## config.mk

```make
export PLATFORM = sky130hd
export DESIGN_NAME = led_shift_driver
export DESIGN_NICKNAME = d
export VERILOG_FILES = /design/src/rtl/led_shift_driver.sv
export SDC_FILE = /design/constraint.sdc
export NUM_CORES = 1
export LEC_CHECK = 0
export BUFFER_PORTS_ARGS = -buffer_cell sky130_fd_sc_hd__buf_2
export CORE_MARGIN = 5
export CORE_UTILIZATION = 30
export CTS_CLUSTER_SIZE = 30
export DETAILED_ROUTE_END_ITERATION = 7
export GPL_ROUTABILITY_DRIVEN = 0
export RECOVER_POWER = 50
export SETUP_SLACK_MARGIN = 0.02
export SLEW_MARGIN = 10
export SYNTH_ARGS = -nofsm -noshare
export SYNTH_HDL_FRONTEND = slang
export SYNTH_SLANG_ARGS = --single-unit
```

## constraint.sdc

```tcl
create_clock -name clock -period 1.97 [get_ports clock]
set_input_delay 0.2955 -clock clock [delete_from_list [all_inputs] [get_ports clock]]
set_output_delay 0.2955 -clock clock [all_outputs]
set_load 0.01 [all_outputs]
```

## src/rtl/led_shift_driver.sv

```systemverilog
// led_shift_driver: serialises an active-low LED vector into a 74HC595-style
// shift-register chain, MSB first, followed by a storage-latch pulse.
// A frame goes out when the vector changes, or when the idle refresh timer
// expires. Changes seen while a frame is in flight are remembered and
// trigger a follow-up frame.
module led_shift_driver #(
    parameter int N_LEDS  = 16,
    parameter int CLK_DIV = 8,
    parameter int REFRESH = 125000,
    parameter int INVERT  = 0
) (
    input  logic              clock,
    input  logic              reset_n,
    input  logic [N_LEDS-1:0] led_in,
    output logic              sr_clk,
    output logic              sr_data,
    output logic              sr_latch,
    output logic              busy
);

    typedef enum logic [2:0] {
        IDLE,
        LOAD,
        SHIFT_LO,
        SHIFT_HI,
        LATCH
    } state_t;

    localparam int DIV_W = $clog2(CLK_DIV + 1);
    localparam int BIT_W = $clog2(N_LEDS + 1);
    localparam int TMR_W = $clog2(REFRESH);

    localparam logic [DIV_W-1:0] DIV_LAST = DIV_W'(CLK_DIV - 1);
    localparam logic [BIT_W-1:0] BIT_LAST = BIT_W'(N_LEDS - 1);
    localparam logic [TMR_W-1:0] TMR_LAST = TMR_W'(REFRESH - 1);
    localparam logic             INV      = (INVERT != 0);

    state_t             state;
    state_t             state_d;

    logic [DIV_W-1:0]   div_cnt;
    logic [DIV_W-1:0]   div_d;
    logic [BIT_W-1:0]   bit_cnt;
    logic [BIT_W-1:0]   bit_d;
    logic [N_LEDS-1:0]  shreg;
    logic [N_LEDS-1:0]  shreg_d;
    logic [N_LEDS-1:0]  last_sent;
    logic [N_LEDS-1:0]  last_d;
    logic [TMR_W-1:0]   timer;
    logic [TMR_W-1:0]   timer_d;
    logic               pending;
    logic               pending_d;

    logic               sr_clk_d;
    logic               sr_data_d;
    logic               sr_latch_d;
    logic               busy_d;

    logic               div_done;
    logic               bit_last;
    logic               changed;
    logic               refresh_due;

    assign div_done    = (div_cnt == DIV_LAST);
    assign bit_last    = (bit_cnt == BIT_LAST);
    assign changed     = (led_in != last_sent);
    assign refresh_due = (timer == TMR_LAST);

    // State register plus the registered serial outputs.
    always_ff @(posedge clock or negedge reset_n) begin
        if (!reset_n) begin
            state    <= IDLE;
            sr_clk   <= 1'b0;
            sr_data  <= 1'b0;
            sr_latch <= 1'b0;
            busy     <= 1'b0;
        end else begin
            state    <= state_d;
            sr_clk   <= sr_clk_d;
            sr_data  <= sr_data_d;
            sr_latch <= sr_latch_d;
            busy     <= busy_d;
        end
    end

    // Next-state decode: frame trigger, half-period pacing, bit count.
    always_comb begin
        state_d = state;
        case (state)
            IDLE: begin
                if (changed || refresh_due || pending) begin
                    state_d = LOAD;
                end
            end
            LOAD: begin
                state_d = SHIFT_LO;
            end
            SHIFT_LO: begin
                if (div_done) begin
                    state_d = SHIFT_HI;
                end
            end
            SHIFT_HI: begin
                if (div_done) begin
                    state_d = bit_last ? LATCH : SHIFT_LO;
                end
            end
            LATCH: begin
                if (div_done) begin
                    state_d = IDLE;
                end
            end
            default: begin
                state_d = IDLE;
            end
        endcase
    end

    // Output decode from the upcoming state so every pin is a flop output.
    // sr_data uses the next shift-register value, so the bit captured on
    // entry to SHIFT_LO is already the post-load / post-shift MSB.
    always_comb begin
        sr_clk_d   = (state_d == SHIFT_HI);
        sr_latch_d = (state_d == LATCH);
        busy_d     = (state_d != IDLE);
        case (state_d)
            SHIFT_LO: sr_data_d = shreg_d[N_LEDS-1] ^ INV;
            SHIFT_HI: sr_data_d = sr_data;
            default:  sr_data_d = 1'b0;
        endcase
    end

    // Datapath next values: snapshot, shifting, counters, refresh, pending.
    always_comb begin
        shreg_d   = shreg;
        last_d    = last_sent;
        timer_d   = timer;
        pending_d = pending;
        bit_d     = bit_cnt;
        div_d     = '0;
        case (state)
            IDLE: begin
                timer_d = refresh_due ? '0 : timer + TMR_W'(1);
                bit_d   = '0;
            end
            LOAD: begin
                shreg_d   = led_in;
                last_d    = led_in;
                timer_d   = '0;
                pending_d = 1'b0;
                bit_d     = '0;
            end
            SHIFT_LO: begin
                div_d = div_done ? '0 : div_cnt + DIV_W'(1);
                if (changed) begin
                    pending_d = 1'b1;
                end
            end
            SHIFT_HI: begin
                div_d = div_done ? '0 : div_cnt + DIV_W'(1);
                if (changed) begin
                    pending_d = 1'b1;
                end
                if (div_done) begin
                    shreg_d = {shreg[N_LEDS-2:0], 1'b0};
                    bit_d   = bit_cnt + BIT_W'(1);
                end
            end
            LATCH: begin
                div_d = div_done ? '0 : div_cnt + DIV_W'(1);
                if (changed) begin
                    pending_d = 1'b1;
                end
                if (div_done) begin
                    bit_d = '0;
                end
            end
            default: begin
                div_d = '0;
            end
        endcase
    end

    // Datapath registers.
    always_ff @(posedge clock or negedge reset_n) begin
        if (!reset_n) begin
            shreg     <= '0;
            last_sent <= '1;
            timer     <= '0;
            pending   <= 1'b0;
            bit_cnt   <= '0;
            div_cnt   <= '0;
        end else begin
            shreg     <= shreg_d;
            last_sent <= last_d;
            timer     <= timer_d;
            pending   <= pending_d;
            bit_cnt   <= bit_d;
            div_cnt   <= div_d;
        end
    end

endmodule

```

==> summary.md, run 1 <==
| Metric | Value |
|---|---|
| Post-Syn Area | approximately 3200 sq um |
| Layout Cells excl Fill | 520 |
| Post-layout util | between 30 and 40% |
| First-pass GRT wire length | between 10000 and 15000 um |
| Avg Cell Area, Syn | approximately 9.7 sq um |
| RSZ-0062 raised after global routing | true |
| Post-Route WL | between 6000 and 7000 um |
| Die Y-Extent | 113 um |
| Crit path launch | timer[10]$_DFFE_PN0P_ |
| Max-slew violation count | 0 |
| Status | finished, violations left |
| Static leakage | ~1.8 nW |
| Clock Tree Buf Depth | 2 |
| Nets@finish | between 400 and 500 |
| Post-detail-place hpwl | a little under 5000 um |
| Yosys cell types | 43 |
| GR Util met1 | between 15 and 20% |
| # IOs | 22 |
| Vias | about 2500 |
| Final Hold Fails | 0 |
| Worst R2R Setup Slack | -0.02 ns |
| Sequential-to-total area share from yosys stat | 52.3% |
| Fmax | around 500 MHz |
| Initial antenna violation count | 0 |
| Initial Util | roughly 31% |
| Final-layout fill cell count | roughly 1100 |
| GRT Total Usage | around 12% |
| Clock Tree Root | clkbuf_8 |
| Num CTS Buffers | 9 |
| ANT cells | 0 |
| DIE AREA | ~13000 sq um |
| Critical Path RT | between 2 and 2.5 ns |
| Site Rows | 37 |
| Yosys reg bits | 66 |
| Worst Skew | between 0.015 and 0.02 ns |
| Clk_lat worst skew | approximately 0.34 ns |
| Area contributors post-synth | dfrtp_1 39%, dfstp_2 13%, nand2_1 8.6% |
| Startpoint Class | register |
| Count leader, synth | nand2_1 |
| Number of enable flip-flop cells after synthesis | 0 |
| M2 GR Usage | a little under a fifth |
| Hold Crit Class | input pin to register |
| Placed Instances | roughly 500 |
| Critical setup path kind | register to register |
| Port-buffer cells | 21 |
| Syn nets | 351 |
| # DRC | 0 |
| Synth area leader | dfrtp_1 |
| Reg-to-reg startpoint | timer[10]$_DFFE_PN0P_ |
| Core box area | around 10000 sq um |
| DRT iter0 DRCs | 214 |
| Worst-Margin Slew | just over 0.9 ns |
| Layout cells sized above 1 | 25.3% |
| Die width | around 110 um |
| Data arrival time of the worst path | between 2 and 2.5 ns |
| Gr ovfl total | 0 |
| Top_reg_cell synth | dfrtp_1 |
| Asr flop ratio synth | 100% |
| Fin crit period | between 1.5 and 2 ns |
| # clock sinks | between 60 and 70 |
| Max-cap viol count | 0 |
| Met3 Use GR | roughly 4.0% |
| TritonCTS clock tree | yes |
| Slew HR | 39.0% |
| Cell area power density | ~670 nW/um^2 |
| VDD IR max | around 350 uV |
| Largest net degree at the start of global routing | between 60 and 70 |
| Htree depth | 3 |
| Critical Path Sink Type | register |
| Mean number of vias per cell | between 4 and 5 |
| Seq. cell area | approximately 1700 sq um |
| Post-synth top area share | 39.2% |
| RR Endpoint | timer[10]$_DFFE_PN0P_ |
| Crit path to | timer[10]$_DFFE_PN0P_ |
| Layout area overhead | 22.2% |
| Total power | between 0.002 and 0.003 W |
| Reg2reg path depth | 6 |
| WL per Instance | roughly 13 um |
| Most frequent cells after synthesis | 73 x nand2_1, 50 x dfrtp_1, 21 x inv_1 |
| Remaining antenna violation count after routing | 0 |
| Most Used Layer, Global Route | met2 |
| First-pass DRT Iterations | 6 |
| Area occupied by multi-input gates | about 1400 sq um |
| CTS clk-pin slew, worst paths | about 0.080 ns |
| Crit Path Max Fanout | 5 |
| Setup violators final | 4 |
| Vias in the first global route | ~2600 |
| Syn Inst Count | 329 |
| Period Utilization, post-route | 101% |
| Fin worst setup slack | -0.0236 ns |
| Synth Warn # | 0 |
| Failing checks | setup timing |
-- how the worst min path moves through the flow --
| stage | startpoint | endpoint | slack (ns) | depth (start not counted) |
|---|---|---|---|---|
| 6_report | led_in[3] | last_sent[3]$_DFFE_PN1P_ | 0.16 | 3 |
| 5_1_grt | led_in[2] | last_sent[2]$_DFFE_PN1P_ | 0.14 | 3 |
| 2_1_floorplan | reset_n | bit_cnt[0]$_DFFE_PN0P_ | -0.00009 | 0 |
| 4_1_cts | led_in[6] | last_sent[6]$_DFFE_PN1P_ | 0.14 | 3 |
| 3_5_place_dp | reset_n | timer[15]$_DFFE_PN0P_ | 0.34 | 2 |
| 3_3_place_gp | reset_n | div_cnt[3]$_DFF_PN0_ | 0.35 | 2 |
-- registers in the layout, summed over array words and instances, names as in the netlist, 3 cells and up --
register	flops
shreg	16
state	3
div_cnt	4
last_sent	16
timer	17
bit_cnt	5
-- power by group --
| part | switching (W) | total, W | internal [W] |
|---|---|---|---|
| sequential | 0.0000197 | 0.00142 | 0.00140 |
| clock | 0.000533 | 0.00106 | 0.000527 |
| combinational | 0.0000717 | 0.000128 | 0.0000565 |
-- cell families (layout without fill, tap and decap cells) --
kind of cell / Yosys count / after routing / share of synthesized area, %
AND/OR/NAND/NOR: 139 / 140 / 21.0
flip-flops: 66 / 66 / 52.3
AO/OA/AOI/OAI: 60 / 60 / 13.7
buffers and inverters: 35 / 89 / 4.39
XOR/XNOR: 20 / 20 / 5.48
multiplexers: 5 / 5 / 1.57
adder cells (fa/ha/maj): 4 / 4 / 1.57
-- through the flow --
step                hold slack (ns)   TNS, ns  setup WS, ns  area, sq um
floorplan                -0.0000911    -0.143       -0.0328         3200
global placement              0.348  -0.00313      -0.00165         3660
detailed placement            0.342    -0.160       -0.0405         3660
CTS                           0.141   -0.0309       -0.0139         3880
global route                  0.139     -1.14        -0.119         3900
finish                        0.159   -0.0746       -0.0236         3900
-- metal layers --
layer  wire length, um  up-vias
li1                  -     1258
met1              3380     1221
met2              3260       49
met4                13        0
met3               319        3
met5                 0        -
-- cells in the final DEF (no fill, tap or decap), drive strengths merged, types with 6 or more instances in the layout --
cell type	instances
nand4	9
nand2	73
nand3	8
o21ai	19
xnor2	19
a222oi	15
a21oi	6
nor2	13
dfrtp	50
dfstp	16
nor3	9
inv	22
buf	50
clkbuf	12
-- timing repair --
item / 4_1_cts / 5_1_grt
resized for setup: 5 / 8
hold endpoints to repair: 50 / 0
gates cloned: 1 / 0
hold buffers: 1 / 0
pin swaps: 4 / 2
endpoints found under the setup margin: 5 / 27
setup buffers: 2 / 1
-- worst max-delay path: stages (launching register included) --
cell and delay (ns):
dfrtp_1 0.38, or4_4 0.55, nor4_4 0.40, nand2b_4 0.25, buf_12 0.12, nor4_1 0.05
a21o_1 0.15
-- area by class of cell --
class | count | area share (%)
clock buffers | 11 | 3.88
clock inverters | 5 | 0.929
inverters | 21 | 2.02
multi-input cells | 229 | 36.5
flip-flops and latches | 66 | 42.8
well taps | 136 | 4.36
repair buffers | 52 | 9.46
(Power assumes the default switching activity.)
==> run 2: changes to the inputs <==
- clock period: 1.97 -> 2.4 ns (I/O delays scaled with it)
==> run 2 against run 1 <==
Combinational power down 16%. Die area stayed put. Clock power rose by 8%. Design area decreased by 4.7%. Routed wire length fell by 4.7%. The run ends with capacitance limit, slew limit left. Highest routed layer unchanged. Critical endpoint is now timer[5]$_DFFE_PN0P_. Critical path type unchanged. Core utilization is 1.8 points lower. Final cell count down 4.6%.
==> summary.md, run 2 (same netlist as run 1, synthesis figures left out) <==
| Metric | Value |
|---|---|
| Status | finished, violations left |
| Failing checks | capacitance limit, slew limit |
| Crit Path Max Fanout | 15 |
| Total power | roughly 0.0024 W |
| Initial antenna violation count | 0 |
| Gate power share | between 4 and 5% |
| Number of setup buffers added after CTS | 0 |
| Worst hold slack | between 0.2 and 0.25 ns |
| Core box area | a little over 10000 sq um |
| Data arrival time of the worst path | roughly 2.4 ns |
| Port-buffer cells | 21 |
| Post-detail-place hpwl | approximately 4700 um |
| # IOs | 22 |
| Critical setup path kind | register to register |
| Power share of the sequential group | just under 50% |
| Setup TNS | 0 ns |
| First-pass GRT wire length | 11700 um |
| Clock Tree Buf Depth | 2 |
| Static leakage | roughly 1.7 nW |
| Switching share of power | 21.5% |
| Site Rows | 37 |
| Clock Tree Root | clkbuf_8 |
| Hold Crit Class | input pin to register |
| Die width | 113 um |
| Critical Path RT | ~2.6 ns |
| Most common cell after layout, fill and taps aside | nand2_1 |
| Worst path bufs/invs | 0 |
| Vias | around 2400 |
| Critical Path Sink Type | register |
| # DRC | 0 |
| Worst-Margin Slew | about 1.6 ns |
| DRT iter0 DRCs | 146 |
| Critical-path cell list | or4_4 -> nor4_4 -> nand2b_2 -> o21ai_0 -> a22o_1 |
| Nets@finish | around 380 |
| Layout cells sized above 1 | between 10% and 20% |
| Cell area power density | about 650 nW/um^2 |
| Initial Util | a little under a third |
| Max FFs per register | 17 |
| Largest net degree at the start of global routing | between 40 and 50 |
| Most frequent cells in the layout | 73 x nand2_1, 50 x dfrtp_1, 21 x inv_1 |
| Remaining antenna violation count after routing | 0 |
| Layout Cells excl Fill | 496 |
| Post-CTS sizing | 0 |
| CTS clk-pin slew, worst paths | about 0.080 ns |
| Post-Route WL | around 6600 um |
| Max-cap viol count | 1 |
| Fmax | around 470 MHz |
| Num CTS Buffers | 9 |
| Gr ovfl total | 0 |
| Worst Skew | 0.0128 ns |
| Clk pwr share | between 40% and 50% |
| Largest Register | timer |
| P_sw | 0.000517 W |
| Mean number of vias per cell | a little under 5 |
| Max-slew violation count | 26 |
| TritonCTS clock tree | yes |
| Placed Instances | 480 |
| RSZ-0062 raised after global routing | false |
| Die Y-Extent | between 100 and 150 um |
| Htree depth | 3 |
| # clock sinks | 66 |
| Setup violators final | 0 |
| VDD IR max | a little over 300 uV |
| Cell family with most CP delay | simple AND/OR/NAND/NOR gates |
| ANT cells | 0 |
| Largest regs | timer: 17 flops, last_sent: 16 flops, shreg: 16 flops |
| Slew HR | -3.78% |
| GRT Total Usage | 11.1% |
| Clk_lat worst skew | 0.35 ns |
| WL per Instance | roughly 13 um |
| Vias in the first global route | ~2400 |
| DIE AREA | ~13000 sq um |
| Period Utilization, post-route | 89.2% |
| CP max-delay cell | or4_4 |
| Startpoint Class | register |
| CP peak stage delay | 0.57 ns |
| Hold buffer count at cts | 0 |
| First-pass DRT Iterations | 6 |
| Final Hold Fails | 0 |
| Int Power | between 0.0015 and 0.002 W |
| Fin crit period | between 2 and 2.5 ns |
| Layout area overhead | 16.4% |
==> run 2: cell count changes in the layout (fill, tap and decap cells not counted), moves of 3 or more <==
| cell | delta |
|---|---|
| bufinv_16 | +3 |
| clkbuf_1 | +4 |
| buf_4 | -19 |
| o21ai_0 | +7 |
| buf_2 | -3 |
| o21ai_1 | -7 |
==> run 2: final timing paths <==
path | from | end | slack (ns) | cells after the start
min in group asynchronous | reset_n | timer[10]$_DFFE_PN0P_ | 0.39 | 1
max in group asynchronous | reset_n | last_sent[7]$_DFFE_PN1P_ | 1.05 | 2
max | timer[12]$_DFFE_PN0P_ | timer[5]$_DFFE_PN0P_ | 0.26 | 5
max reg2reg | timer[12]$_DFFE_PN0P_ | timer[5]$_DFFE_PN0P_ | 0.26 | 5
min reg2reg | last_sent[15]$_DFFE_PN1P_ | last_sent[15]$_DFFE_PN1P_ | 0.47 | 2
min | led_in[6] | last_sent[6]$_DFFE_PN1P_ | 0.22 | 3
==> run 2: cell type report <==
type / instances / area [sq um]
clock buffers: 10 / 128
well taps: 136 / 170
inverters: 21 / 78.8
clock inverters: 6 / 115
repair buffers: 29 / 174
flip-flops and latches: 66 / 1670
fillers: 1072 / 6650
multi-input cells: 228 / 1380
==> run 2: metrics by stage <==
| stage | cell area (sq um) | util [%] | setup WS, ns |
|---|---|---|---|
| floorplan | 3200 | - | 0.358 |
| global placement | 3480 | 33.6 | 0.323 |
| detailed placement | 3480 | 33.6 | 0.263 |
| CTS | 3720 | 35.9 | 0.252 |
| global route | 3720 | 35.9 | 0.123 |
| finish | 3720 | 35.9 | 0.260 |
==> run 2: tightest hold or removal path: cells and delay by family <==
| kind | cells | cell delay (ns) |
|---|---|---|
| buf+inv | 1 | 0.12 |
| simple gates | 2 | 0.09 |
==> run 2: routing by layer <==
metal | vias to the layer above | track usage, % | routed length (um)
met1 | 1168 | 15.0 | 3340
met3 | 2 | 4.55 | 329
met4 | 0 | 2.16 | 23
met2 | 42 | 16.9 | 2950
li1 | 1215 | - | -
met5 | - | 0 | 0
==> run 2: power by group through the flow <==
stage | clock, W | sequential [W] | combinational (W)
after floorplan | 0 | 0.00118 | 0.0000496
after global placement | 0 | 0.00118 | 0.000109
after detailed placement | 0 | 0.00118 | 0.000110
after CTS | 0.00117 | 0.00116 | 0.000110
after global routing | 0.00122 | 0.00117 | 0.000122
final | 0.00114 | 0.00116 | 0.000107
==> run 3: changes to the inputs <==
- RECOVER_POWER: 50 -> 100
==> run 3 against run 2 <==
The run still ends with capacitance limit, slew limit left. Critical path depth is 1 higher. Fmax down 2.2%. Clock power about the same. Sequential power about the same. Routed wire length increased by 1.1%. First-iteration DRC count is 5.5% higher. Worst setup slack got worse by 0.047 ns. Core utilization decreased by 0.19 points. Power barely moved. Critical path type unchanged. Largest cell class unchanged.
==> summary.md, run 3 (same netlist as run 1, synthesis figures left out) <==
| Metric | Value |
|---|---|
| Critical-path cell list | or4_4 -> nor4_4 -> clkbuf_1 -> nor3_1 -> a21o_1 -> a211oi_1 |
| Nets@finish | 377 |
| Post-Route WL | between 6000 and 7000 um |
| Die width | between 100 and 150 um |
| # IOs | 22 |
| Layout cells sized above 1 | 16.4% |
| Largest net degree at the start of global routing | 42 |
| Post-detail-place hpwl | 4710 um |
| Clk_lat worst skew | approximately 0.35 ns |
| Seq. cell area | between 1500 and 2000 sq um |
| WL per Instance | between 10 and 15 um |
| Vias in the first global route | ~2400 |
| First-pass GRT wire length | 11700 um |
| # clock sinks | 66 |
| Final Hold Fails | 0 |
| Period Utilization, post-route | between 90% and 100% |
| Layout area overhead | 15.8% |
| Gr ovfl total | 0 |
| Hold buffer count at cts | 0 |
| Hold Crit Class | input pin to register |
| Final-layout fill cell count | between 1000 and 1500 |
| Max-slew violation count | 26 |
| Data arrival time of the worst path | between 2 and 2.5 ns |
| DRT iter0 DRCs | roughly 150 |
| Mean number of vias per cell | 4.94 |
| Site Rows | 37 |
| Worst hold slack | 0.220 ns |
| Slew HR | -4.52% |
| Vias | 2452 |
| VDD IR max | 312 uV |
| Fin worst setup slack | 0.212 ns |
| Critical Path RT | roughly 2.7 ns |
| Fin crit period | approximately 2.2 ns |
| Worst-Margin Slew | 1.57 ns |
| Port-buffer cells | 21 |
| CP peak stage delay | around 0.57 ns |
| Max FFs per register | 17 |
| Initial antenna violation count | 0 |
| Number of setup buffers added after CTS | 0 |
| Fmax | 457 MHz |
| ANT cells | 0 |
| First-pass DRT Iterations | 6 |
| Crit Path Max Fanout | 6 |
| Num CTS Buffers | 9 |
| Most frequent cells in the layout | 73 x nand2_1, 50 x dfrtp_1, 21 x inv_1 |
| Status | finished, violations left |
| RSZ-0062 raised after global routing | false |
| CP max-delay cell | or4_4 |
| Core box area | between 10000 and 15000 sq um |
| Setup violators final | 0 |
| Failing checks | capacitance limit, slew limit |
| Die Y-Extent | 113 um |
| TritonCTS clock tree | yes |
| Clock Tree Buf Depth | 2 |
| Remaining antenna violation count after routing | 0 |
| Worst Skew | around 0.012 ns |
| Largest regs | timer: 17 flops, last_sent: 16 flops, shreg: 16 flops |
| Most common cell after layout, fill and taps aside | nand2_1 |
| # DRC | 0 |
| Cell area power density | 650 nW/um^2 |
| Static leakage | approximately 1.6 nW |
| Setup TNS | 0 ns |
| CTS clk-pin slew, worst paths | about 0.08 ns |
| Post-CTS sizing | 0 |
| DIE AREA | about 13000 sq um |
| GRT Total Usage | approximately 11% |
| Startpoint Class | register |
| Critical setup path kind | register to register |
| Max-cap viol count | 1 |
| Worst slack, placed | ~0.26 ns |
| Initial Util | 30.8% |
| Htree depth | 3 |
| Critical Path Sink Type | register |
| Area occupied by multi-input gates | around 1400 sq um |
| Largest Register | timer |
| Clock Tree Root | clkbuf_8 |
run 3: cell count changes in the layout (fill, tap and decap cells not counted), sizes merged:
cell	delta
clkbuf	+5
buf	-5
run 3: where the power goes:
group / internal (W) / total (W) / switching, W
combinational: 0.0000472 / 0.000106 / 0.0000593
sequential: 0.00115 / 0.00116 / 0.0000163
clock: 0.000694 / 0.00113 / 0.000441
run 3: final cells by class:
type | instances | share of cell area, %
Clock buffer | 10 | 3.45
Multi-Input combinational cell | 228 | 37.2
Clock inverter | 6 | 3.11
Sequential cell | 66 | 45.2
Timing Repair Buffer | 29 | 4.36
Inverter | 21 | 2.13
Tap cell | 136 | 4.60
run 3: worst paths after layout:
check,from,endpoint,slack [ns],cells after the start
setup / recovery,timer[12]$_DFFE_PN0P_,sr_data$_DFFE_PN0P_,0.21,6
hold / removal,led_in[6],last_sent[6]$_DFFE_PN1P_,0.22,3
setup reg to reg,timer[12]$_DFFE_PN0P_,sr_data$_DFFE_PN0P_,0.21,6
hold reg to reg,last_sent[15]$_DFFE_PN1P_,last_sent[15]$_DFFE_PN1P_,0.47,2
max in group asynchronous,reset_n,last_sent[7]$_DFFE_PN1P_,1.04,2
min in group asynchronous,reset_n,timer[15]$_DFFE_PN0P_,0.40,1
run 3: layer usage:
layer | part of all wire [%] | routed length [um] | up-vias | global-route usage (%)
met4 | 0.46 | 31 | 0 | 2.16
met1 | 50 | 3360 | 1201 | 15.0
li1 | - | - | 1210 | -
met3 | 4.7 | 314 | 4 | 4.55
met5 | 0 | 0 | - | 0
met2 | 45 | 3020 | 37 | 16.9
run 3: metrics by stage:
stage               cells  util [%]  instance area [sq um]  total power (W)
floorplan             329         -                   3200          0.00123
global placement      480      33.6                   3480          0.00129
detailed placement    480      33.6                   3480          0.00130
CTS                   496      35.9                   3720          0.00244
global route          496      35.7                   3700          0.00251
finish                496      35.7                   3700          0.00241
run 3: worst max-delay path, delay by kind of cell, from the launching register on:
family | cells | cell delay [ns]
and+or+nand+nor | 3 | 0.96
AOI/OAI and AO/OA | 2 | 0.42
buffers and inverters | 1 | 0.28
DFF | 1 | 0.43
